`config.mk`:
```
export PLATFORM = sky130hd
export DESIGN_NAME = stopwatch_counter
export DESIGN_NICKNAME = d
export VERILOG_FILES = /design/src/rtl/stopwatch_counter_pkg.sv /design/src/rtl/stopwatch_counter_digit.sv /design/src/rtl/stopwatch_counter.sv
export SDC_FILE = /design/constraint.sdc
export NUM_CORES = 1
export LEC_CHECK = 0
export CAP_MARGIN = 10
export CORE_MARGIN = 1.5
export CORE_UTILIZATION = 61
export DETAILED_ROUTE_END_ITERATION = 12
export PLACE_DENSITY = 0.83
export SLEW_MARGIN = 20
export SYNTH_ARGS = -nofsm -noshare
export SYNTH_HDL_FRONTEND = slang
export SYNTH_SLANG_ARGS = --single-unit
export TNS_END_PERCENT = 30
```
`constraint.sdc`:
```
create_clock -name clk -period 6 [get_ports clk]
set_input_delay 1.2 -clock clk [delete_from_list [all_inputs] [get_ports clk]]
set_output_delay 1.2 -clock clk [all_outputs]
set_load 0.03 [all_outputs]
```
`src/rtl/stopwatch_counter_pkg.sv`:
```
// stopwatch_counter_pkg: shared state encoding and BCD digit limits for the stopwatch.
package stopwatch_counter_pkg;
  typedef enum logic [1:0] {
    IDLE  = 2'd0,
    RUN   = 2'd1,
    PAUSE = 2'd2
  } state_t;
  localparam int DIGIT_W = 4;
  localparam logic [DIGIT_W-1:0] TENTHS_MAX   = 4'd9;
  localparam logic [DIGIT_W-1:0] SEC_ONES_MAX = 4'd9;
  localparam logic [DIGIT_W-1:0] SEC_TENS_MAX = 4'd5;
  localparam logic [DIGIT_W-1:0] MIN_MAX      = 4'd9;
endpackage

```
`src/rtl/stopwatch_counter_digit.sv`:
```
// bcd_digit: one wrapping BCD digit 0..MAX with a combinational carry for chaining.
module bcd_digit
  import stopwatch_counter_pkg::*;
#(
  parameter logic [DIGIT_W-1:0] MAX = 4'd9
) (
  input  logic               clk,
  input  logic               rstn,
  input  logic               en,
  input  logic               clr,
  output logic [DIGIT_W-1:0] q,
  output logic               carry_out
);
  assign carry_out = en && q == MAX;
  always_ff @(posedge clk or negedge rstn)
    if (!rstn) q <= '0;
    else if (clr) q <= '0;
    else if (en) q <= (q == MAX) ? '0 : q + 1'b1;
endmodule

```
`src/rtl/stopwatch_counter.sv`:
```
// stopwatch_counter: tenths-of-a-second prescaler, run/pause/clear FSM and M:SS.t BCD chain.
module stopwatch_counter
  import stopwatch_counter_pkg::*;
#(
  parameter int CLK_HZ  = 50_000_000,
  parameter int TICK_HZ = 10
) (
  input  logic               clk,
  input  logic               rstn,
  input  logic               start_stop,
  input  logic               clear,
  input  logic               lap_btn,
  output logic [DIGIT_W-1:0] tenths,
  output logic [DIGIT_W-1:0] seconds_ones,
  output logic [DIGIT_W-1:0] seconds_tens,
  output logic [DIGIT_W-1:0] minutes,
  output logic               lap,
  output logic               running,
  output logic               overflow
);
  localparam int TICK_DIV = CLK_HZ / TICK_HZ;
  localparam int PW = (TICK_DIV > 1) ? $clog2(TICK_DIV) : 1;
  localparam logic [PW-1:0] PRE_MAX = PW'(TICK_DIV - 1);
  state_t state, state_nx;
  logic [PW-1:0] pre;
  logic tick, zero, c_t, c_so, c_st, c_m;
  // clear only acts outside RUN and always lands in IDLE, beating start_stop
  always_comb begin
    zero = clear && state != RUN;
    state_nx = zero ? IDLE : start_stop ? (state == RUN ? PAUSE : RUN) : state;
    tick = state == RUN && pre == PRE_MAX;
  end
  always_ff @(posedge clk or negedge rstn)
    if (!rstn) begin
      state    <= IDLE;
      pre      <= '0;
      lap      <= 1'b0;
      overflow <= 1'b0;
    end else begin
      state    <= state_nx;
      lap      <= lap_btn && state == RUN;
      overflow <= zero ? 1'b0 : overflow | c_m;
      if (zero) pre <= '0;
      else if (state == RUN) pre <= tick ? '0 : pre + 1'b1;
    end
  assign running = state == RUN;
  bcd_digit #(.MAX(TENTHS_MAX)) u_tenths (
    .clk(clk), .rstn(rstn), .en(tick), .clr(zero), .q(tenths), .carry_out(c_t)
  );
  bcd_digit #(.MAX(SEC_ONES_MAX)) u_sec_ones (
    .clk(clk), .rstn(rstn), .en(c_t), .clr(zero), .q(seconds_ones), .carry_out(c_so)
  );
  bcd_digit #(.MAX(SEC_TENS_MAX)) u_sec_tens (
    .clk(clk), .rstn(rstn), .en(c_so), .clr(zero), .q(seconds_tens), .carry_out(c_st)
  );
  bcd_digit #(.MAX(MIN_MAX)) u_minutes (
    .clk(clk), .rstn(rstn), .en(c_st), .clr(zero), .q(minutes), .carry_out(c_m)
  );
endmodule

```
==> flow_metrics.env <==
export IMPL_routed_via_density=6.10
export IMPL_port_buffers=23
export IMPL_cts_hold_buf=0
export IMPL_first_global_vias=1892
export IMPL_die_area_um2=4450
export IMPL_synthToLayoutAreaGrowth_pct=12.8
export IMPL_synthFlopType="dfrtp_1"
export IMPL_core_um2=3770
export IMPL_ir_worst_vdd_v=0.000161
export IMPL_postRouteAntennaNets=0
export IMPL_dp_hpwl_um=3550
export IMPL_drt_iter0_drc=159
export IMPL_worstPathArrival_ps=2130
export IMPL_clk_pin_slew_ps=70
export IMPL_async_flop_share_pct=100
export IMPL_worstSkewPairLatency_ps=290
export IMPL_die_w_um=66.7
export IMPL_post_cts_buffers=0
export IMPL_powerDensity_nw_per_um2=206
export IMPL_cts_root_buffer="clkbuf_8"
export IMPL_num_vias=2012
export IMPL_cp_max_fo=12
export IMPL_place_gp_congestion=0.878
export IMPL_critPathRequiredTime_ps=4800
export IMPL_maxCapViolCount=0
export IMPL_dr_pass1_iters=4
export IMPL_startpoint_type="flip-flop"
export IMPL_io_pins=24
export IMPL_cts_tree="built"
export IMPL_critPathKind="reg2out"
export IMPL_fmax_mhz=300
export IMPL_power_leakage_nw=1.20
export IMPL_die_h_um=66.7
export IMPL_netlist_instances=263
export IMPL_clockBufferDepth=2
export IMPL_avgSynthCellArea_um2=9.42
export IMPL_wl_um=4980
export IMPL_finalMaxSlewViolations=0
export IMPL_slew_headroom_pct=38.3
export IMPL_nFillCells=277
export IMPL_clock_skew_final_ps=4.83
export IMPL_ys_ff_latch=43
export IMPL_rsz0062_at_grt="false"
export IMPL_nNetsFinal=297
export IMPL_worstMarginPinSlew_ps=925
export IMPL_outcome="completed"
export IMPL_ys_warn_count=0
export IMPL_cts_resized=0
export IMPL_rows=22
export IMPL_globalRouteOverflowTotal=0
export IMPL_drc=0
export IMPL_cts_made_buffers=5
export IMPL_hold_viol=0
export IMPL_antenna_found_initial=0
export IMPL_tns_ps=0
export IMPL_cts_sinks=43
export IMPL_antennaDiodeCount=0
export IMPL_start_util_pct=65.7
export IMPL_netlist_area_um2=2480
export IMPL_yosysSeqAreaShare_pct=43.4
export IMPL_grt_max_degree=44
export IMPL_detail_route_wl_per_cell_um=15.1
export IMPL_hp_class="reg2reg"
export IMPL_synth_cell_type_count=51
export IMPL_setup_violations_final=0
export IMPL_end_kind="primary output"
export IMPL_synth_edf_count=0
export IMPL_total_power_uw=576
export IMPL_drive_gt1_share_pct=6.38
export IMPL_grt_pass1_wl_um=8690
export IMPL_synth_nets=277
export IMPL_grt_total_usage_pct=25.8
export IMPL_period_share_pct=55.5
export IMPL_post_route_min_period_ps=3330
export IMPL_htreeDepth=2
-- through the flow --
step	utilization, %	cell area [um^2]	std cells	hold slack [ps]	worst slack (ps)
finish	74.2	2800	330	503	2670
CTS	74.2	2800	330	504	2670
floorplan	-	2480	263	453	3560
global route	74.2	2800	330	515	2550
detailed placement	72.2	2720	324	487	2770
global placement	72.2	2720	324	468	2820
-- power by group --
group | switching, mW | total (mW) | internal (mW) | leakage (nW)
Combinational | 0.0528 | 0.0841 | 0.0312 | 0.568
Clock | 0.0872 | 0.165 | 0.0776 | 0.0371
Sequential | 0.0198 | 0.328 | 0.308 | 0.593
-- cell usage after synthesis (2+ instances only) --
cell type  number  share of area (%)
nor4b_1         2               0.71
and4_1          2               0.71
nand4_1         5                1.3
nand4bb_1       2               0.91
and3b_1         2               0.71
xnor2_1         5                1.8
clkbuf_1        8                1.2
or4_1           3               0.91
nor3_1          3               0.61
and2_1          7                1.8
inv_1          10                1.5
o21ai_0        13                2.6
o211a_1         2               0.81
a31oi_1         6                1.5
nand2_1        27                4.1
buf_2           2               0.40
nand3_1        15                3.0
nand3b_1        2               0.61
and3_1          3               0.76
ha_1            9                4.5
a41oi_1         2               0.71
nor2_1         24                3.6
a21oi_1        16                3.2
dfrtp_1        43                 43
xor2_1          9                3.2
nor4_4          2                1.7
or3_1          10                2.5
nand2b_1        6                1.5
-- placed cells by master, fill, tap and decap left out, types with 3 or more instances in the layout --
cell,instances
a21oi_1,16
a31oi_1,6
and2_1,7
and3_1,3
clkbuf_8,5
clkdlybuf4s50_1,22
dfrtp_1,43
ha_1,9
inv_1,10
nand2_1,27
nand2b_1,6
nand3_1,15
nand4_1,5
nor2_1,24
nor3_1,3
o21ai_0,13
or3_1,10
or4_1,3
xnor2_1,5
xor2_1,9
-- state kept, by name, indices dropped and copies added, names as in the netlist --
signal / flops
state: 2
pre: 23
lap: 1
u_minutes.q: 4
u_sec_tens.q: 4
u_tenths.q: 4
overflow: 1
u_sec_ones.q: 4
-- worst max-delay path: stages (launching register included) --
cell	delay, ps
dfrtp_1	350
nand2b_1	420
clkinv_1	390
clkdlybuf4s50_1	690
-- routing by layer --
| layer | track usage [%] | routed length (um) | vias up |
|---|---|---|---|
| met5 | 0 | 0 | - |
| met3 | 5.24 | 307 | 9 |
| met1 | 35.9 | 2320 | 947 |
| li1 | - | - | 985 |
| met2 | 40.0 | 2290 | 71 |
| met4 | 8.67 | 67 | 0 |
-- cells by family after synthesis --
family          share of synthesized area (%)
compound gates                           11.4
xor+xnor                                 4.95
fa+ha+maj                                4.54
buf+inv                                  3.28
flops                                    43.4
mux                                     0.858
simple gates                             31.6
-- worst paths after layout --
| kind | cells past startpoint | startpoint | slack, ps | to |
|---|---|---|---|---|
| worst max register to register | 5 | state[1] | 3780 | u_sec_ones.q[2] |
| worst min register to register | 2 | state[1] | 500 | state[1] |
| worst max-delay path | 3 | state[1] | 2670 | running |
| min in group asynchronous | 1 | rstn | 1050 | pre[9] |
| max in group asynchronous | 1 | rstn | 4380 | u_minutes.q[1] |
| worst min-delay path | 2 | state[1] | 500 | state[1] |
-- cell type report --
class                           count  area (um^2)  area share, %
Clock buffer                        6         72.6           2.60
Inverter                           11         41.3           1.48
Multi-Input combinational cell    199         1320           47.2
Sequential cell                    43         1080           38.5
Tap cell                           48         60.1           2.15
Timing Repair Buffer               23          225           8.05
Power figures use the tool's default switching activity.
